--- config.mk ---
export PLATFORM = sky130hd
export DESIGN_NAME = mcm_poll_rx
export DESIGN_NICKNAME = d
export VERILOG_FILES = /design/src/rtl/mcm_poll_rx.sv
export SDC_FILE = /design/constraint.sdc
export NUM_CORES = 1
export LEC_CHECK = 0
export ABC_CLOCK_PERIOD_IN_PS = 2340
export CAP_MARGIN = 20
export CORE_AREA = 2 2 104 106
export DETAILED_ROUTE_END_ITERATION = 16
export DIE_AREA = 0 0 106 108
export SETUP_SLACK_MARGIN = 0.2
export SYNTH_ARGS = -nofsm -noshare
export SYNTH_HDL_FRONTEND = slang
export SYNTH_SLANG_ARGS = --single-unit
export TNS_END_PERCENT = 50
--- constraint.sdc ---
create_clock -name clk -period 2.34 [get_ports clk]
set_clock_uncertainty 0.15 [all_clocks]
set_input_delay 0.468 -clock clk [delete_from_list [all_inputs] [get_ports clk]]
set_output_delay 0.468 -clock clk [all_outputs]
set_load 0.1 [all_outputs]
--- src/rtl/mcm_poll_rx.sv ---
// Poll receiver for the MCM link: sends a one-byte UART poll command, then collects
// the N_BYTES-byte answer and hands each byte to the address/coordinate stage.
module mcm_poll_rx #(
    parameter int         CLKS_PER_BIT = 16,
    parameter logic [7:0] CMD_BYTE     = 8'hA5,
    parameter int         N_BYTES      = 144,
    parameter int         VAL_LEN      = 4,
    parameter int         TIMEOUT      = 4096
) (
    input  logic       clk,
    input  logic       reset,
    input  logic       iStart,
    input  logic       iRx,
    output logic       oTx,
    output logic       oRQ,
    output logic [7:0] oData,
    output logic       oVal,
    output logic [7:0] oCnt,
    output logic       oBusy,
    output logic       oErr
);
    localparam int BIT_W  = $clog2(CLKS_PER_BIT + 1);
    localparam int IDLE_W = $clog2(TIMEOUT + 1);
    localparam int VAL_W  = $clog2(VAL_LEN + 1);
    localparam logic [BIT_W-1:0] BIT_LAST = BIT_W'(CLKS_PER_BIT - 1);
    localparam logic [BIT_W-1:0] BIT_HALF = BIT_W'(CLKS_PER_BIT / 2 - 1);

    typedef enum logic [2:0] {IDLE, REQ, TX, RX_WAIT, RX_BYTE, END} state_t;
    state_t state, state_next;

    logic              rx_meta, rx_sync, rx_prev;
    logic [BIT_W-1:0]  clk_cnt;
    logic [3:0]        bit_idx;
    logic [IDLE_W-1:0] idle_cnt;
    logic [7:0]        shift;
    logic [VAL_W-1:0]  val_left;
    logic [9:0]        tx_frame;
    logic              rx_fall, timeout_hit, sample, tx_bit_done;
    logic              accept, frame_err, last_byte;

    assign tx_frame    = {1'b1, CMD_BYTE, 1'b0};
    assign rx_fall     = rx_prev & ~rx_sync;
    assign timeout_hit = (state == RX_WAIT) && !rx_fall && (idle_cnt == IDLE_W'(TIMEOUT - 1));
    assign tx_bit_done = clk_cnt == BIT_LAST;
    // Start bit is checked half a bit after the detected edge, later bits one full bit apart.
    assign sample      = (bit_idx == 4'd0) ? (clk_cnt == BIT_HALF) : (clk_cnt == BIT_LAST);
    assign accept      = (state == RX_BYTE) && sample && (bit_idx == 4'd9) && rx_sync;
    assign frame_err   = (state == RX_BYTE) && sample && (bit_idx == 4'd9) && !rx_sync;
    assign last_byte   = oCnt == 8'(N_BYTES - 1);

    always_ff @(posedge clk or negedge reset) begin
        if (!reset) state <= IDLE;
        else        state <= state_next;
    end

    always_comb begin
        // NOTE: default first, so no path through the case leaves state_next unassigned (no latch).
        state_next = state;
        unique case (state)
            IDLE:    if (iStart) state_next = REQ;
            REQ:     state_next = TX;
            TX:      if (tx_bit_done && bit_idx == 4'd9) state_next = RX_WAIT;
            RX_WAIT: begin
                if (rx_fall)          state_next = RX_BYTE;
                else if (timeout_hit) state_next = END;
            end
            RX_BYTE: begin
                if (sample && bit_idx == 4'd0 && rx_sync) state_next = RX_WAIT;
                else if (frame_err)                        state_next = RX_WAIT;
                else if (accept)                           state_next = last_byte ? END : RX_WAIT;
            end
            END:     if (!oVal) state_next = IDLE;
            default: state_next = IDLE;
        endcase
    end

    always_ff @(posedge clk or negedge reset) begin
        if (!reset) begin
            rx_meta  <= 1'b1;
            rx_sync  <= 1'b1;
            rx_prev  <= 1'b1;
            clk_cnt  <= '0;
            bit_idx  <= '0;
            idle_cnt <= '0;
            shift    <= '0;
            val_left <= '0;
            oTx      <= 1'b1;
            oRQ      <= 1'b0;
            oData    <= '0;
            oVal     <= 1'b0;
            oCnt     <= '0;
            oBusy    <= 1'b0;
            oErr     <= 1'b0;
        end else begin
            // NOTE: non-blocking everywhere here, so every register sees pre-edge values.
            rx_meta <= iRx;
            rx_sync <= rx_meta;
            rx_prev <= rx_sync;

            oRQ   <= state_next == REQ;
            oBusy <= state_next != IDLE;
            oTx   <= (state == TX) ? tx_frame[bit_idx] : 1'b1;

            if (state_next != state) begin
                clk_cnt <= '0;
                bit_idx <= '0;
            end else if (state == TX || state == RX_BYTE) begin
                if ((state == TX) ? tx_bit_done : sample) begin
                    clk_cnt <= '0;
                    bit_idx <= bit_idx + 4'd1;
                end else begin
                    clk_cnt <= clk_cnt + 1'b1;
                end
            end

            if (state != RX_WAIT) idle_cnt <= '0;
            else                  idle_cnt <= idle_cnt + 1'b1;

            if (state == RX_BYTE && sample && bit_idx >= 4'd1 && bit_idx <= 4'd8)
                shift <= {rx_sync, shift[7:1]};

            if (state == REQ) begin
                oCnt <= '0;
                oErr <= 1'b0;
            end else begin
                if (accept && oCnt != 8'(N_BYTES)) oCnt <= oCnt + 8'd1;
                if (frame_err || timeout_hit)      oErr <= 1'b1;
            end

            // The strobe runs on its own counter so it completes even after the FSM moves on.
            if (accept) begin
                oData    <= shift;
                oVal     <= 1'b1;
                val_left <= VAL_W'(VAL_LEN - 1);
            end else if (val_left != '0) begin
                val_left <= val_left - 1'b1;
            end else begin
                oVal <= 1'b0;
            end
        end
    end
endmodule

==> out/metrics.cfg <==
[floorplan]
die_w_um = 106
start_util = 0.297
core_sq_um = 10200
ios = 25
dieHeight_um = 108
dieArea_sq_um = 11400
rows = 37

[worst_setup_path]
cp-start-kind = flop
cp_top_family = compound AO/OA/AOI/OAI gates
critPathSlowestCell = dfrtp_1
rrSetupSlack_ns = 0.20
cp_num_cells = 9
reg2reg_to = clk_cnt[3]
crit_buf_inv = 1
startpoint = clk_cnt[0]
cp.required_ns = 2.45
r2r-start = clk_cnt[0]
path_cells = ha_2 -> and3_4 -> ha_4 -> nand4b_1 -> o22ai_1 -> buf_4 -> a211oi_4 -> o211ai_2 -> nor3_2
endpoint = clk_cnt[3]
arrival_ns = 2.25
cp_max_fo = 7
reg2reg_depth = 9
slowest_delay_ns = 0.38
path_class = reg -> reg
end_kind = flop

[sta]
min_period_ns = 2.14
fin_crit_sh = 0.913
hold_viol = 0
whs_ns = 0.207
slew_headroom = 0.519
report.final.slew_viol_count = 0
grt_setup_unrepaired = yes
max_freq_mhz = 468
setup_viol = 0
worst_pin_slew_ns = 0.712
fin_setup_tns_ns = 0
worst_slack_ns = 0.203

[routing]
via_count = 2326
drc_errors = 0
routed_wl_mm = 6.61
wl_per_cell_um = 13.4
drtAntennaViolNets = 0
first_pass_iters = 4
vias_per_cell = 4.73
drtIter0Drc = 100

[grt]
grt_start_max_net_pins = 33
grt_use_met2 = 0.193
busiest_layer = met2
grt_usage = 0.124
grt_overflow = 0
grt_pass1_vias = 2309
grt_pass1_wl_mm = 11.2
antenna_found_initial = 0
use_met1 = 0.163
use_met3 = 0.0295

[synth]
syn_area_sq_um = 3040
synth_area_leaders = dfrtp_1 (46%), ha_1 (4.9%), nand2_1 (4.7%), nor2_1 (4.1%), xor2_1 (4.0%)
async_reset_ff_frac = 1.00
ys_warn_count = 0
synth_top_area_cell = dfrtp_1
ys_seq_area_frac = 0.495
yosysUniqueCellTypes = 53
syn_nets = 310
synth_ff_type = dfrtp_1
synth_edf_count = 0
synth_top_area_share = 0.461
synth-seq-cells = 60
syn_avg_cell_area_sq_um = 10.3
synth_cells = 294

[cells_and_area]
fin_util = 0.385
final_area_sq_um = 3940
drive_above_1_share = 0.323
antenna_cells = 0
area_growth_pct = 29.5
final_nets = 367
stdcell_count = 492

[clocking]
cts_made_buffers = 9
path_clk_slew_ns = 0.06
h-tree-depth = 3
clock-root-buffer = clkbuf_8
clock-sinks = 60
clock_tree.buffer_depth = 2
cts_tree = yes
worst_skew_pair.late_latency_ns = 0.35

[job]
cap_violations = 0

[power]
p_int_mw = 1.57
clkPwrFrac = 0.464
swShare = 0.221
pwr-share-comb = 0.018
cellLeakagePower_nw = 1.80
vdd_drop_max_mv = 0.196
power_mw = 2.01
seq_power_share = 0.518
p_sw_uw = 446
pwr_density_cell_nw_per_um2 = 511

[hold_path]
holdCritPathClass = reg -> reg

[outcome]
status = finished, final reports clean

[placement]
dpl_cell_area_sq_um = 3530
place_ws_ns = 0.0202
portBuffers = 24
gp_congestion = 0.847
placed_cells_incl_taps = 463
place.detailed.hpwl_mm = 4.46

-- how the worst min path moves through the flow --
| stage | start | to | slack [ns] | depth (start not counted) |
|---|---|---|---|---|
| 4_1_cts | rx_meta | rx_sync | 0.21 | 0 |
| 2_1_floorplan | reset | bit_idx[0] | 0.02 | 0 |
| 3_3_place_gp | rx_meta | rx_sync | 0.20 | 0 |
| 5_1_grt | rx_meta | rx_sync | 0.21 | 0 |
| 3_5_place_dp | rx_meta | rx_sync | 0.20 | 0 |
| 6_report | rx_meta | rx_sync | 0.21 | 0 |
-- worst reg2reg max path: stages (launching register included) --
cell and delay, ns:
dfrtp_1 0.38, ha_2 0.19, and3_4 0.18, ha_4 0.18
nand4b_1 0.15, o22ai_1 0.10, buf_4 0.15, a211oi_4 0.27
o211ai_2 0.18, nor3_2 0.14
-- registers in the layout (all words and copies together) (netlist names), 3 cells and up --
name	cells
val_left	3
state	3
oCnt	8
bit_idx	4
oData	8
clk_cnt	5
idle_cnt	13
shift	8
-- synthesized netlist by cell type, types with 4 or more instances --
library cell / n
clkbuf_1: 5
nand3_1: 11
nand2b_1: 6
nand2_1: 38
nor2_1: 33
and3_1: 10
mux2_2: 8
mux2i_1: 4
dfrtp_1: 56
dfstp_2: 4
nand4_1: 6
xor2_1: 14
and2_1: 4
inv_1: 12
ha_1: 12
xnor2_1: 9
a21oi_1: 5
-- logic make-up (layout without fill, tap and decap cells) --
kind of cell,count (synthesis),after routing,share of synthesized area
adders and majority gates,12,12,0.0494
buffers and inverters,22,83,0.0321
AOI/OAI and AO/OA,29,30,0.0786
muxes,12,12,0.0428
and+or+nand+nor,136,136,0.236
xor gates and xnor gates,23,23,0.0662
DFF,60,60,0.495
-- layout by cell type (no fill, tap or decap), drive strengths merged, types with 3 or more instances in the layout --
cell type / instances
a211oi: 4
a21oi: 5
and2: 4
and3: 10
and4: 3
buf: 52
clkbuf: 11
clkinv: 3
dfrtp: 56
dfstp: 4
ha: 12
inv: 12
mux2: 8
mux2i: 4
nand2: 38
nand2b: 6
nand3: 11
nand4: 6
nor2: 35
nor2b: 3
nor3: 4
o211ai: 3
o21ai: 3
o22ai: 4
or3b: 3
xnor2: 9
xor2: 14
-- timing repair --
item,in CTS,in global routing
setup endpoints to repair,18,27
hold buffers,1,0
setup buffers,5,6
pin swaps,6,5
endpoints found under the hold margin,13,0
resized for setup,15,8
gates cloned,1,0
-- power groups by stage --
stage / combinational [mW] / clock, mW / sequential [mW]
4_1_cts: 0.0388 / 0.963 / 1.04
3_5_place_dp: 0.0372 / 0 / 1.06
2_1_floorplan: 0.00284 / 0 / 1.06
6_report: 0.0367 / 0.934 / 1.04
3_3_place_gp: 0.0372 / 0 / 1.06
5_1_grt: 0.0424 / 1.01 / 1.04
-- layout make-up --
cell class                      count  area (sq um)
Clock buffer                       11           141
Clock inverter                      5          52.6
Fill cell                         989          6290
Inverter                           12          45.0
Multi-Input combinational cell    213          1560
Sequential cell                    60          1530
Tap cell                          136           170
Timing Repair Buffer               55           443
-- layer usage --
layer	vias to the layer above	part of all wire
li1	1125	-
met3	10	0.025
met5	-	0
met1	1161	0.49
met4	0	0.018
met2	30	0.47
Note: power is estimated with default switching activity, not from simulation.
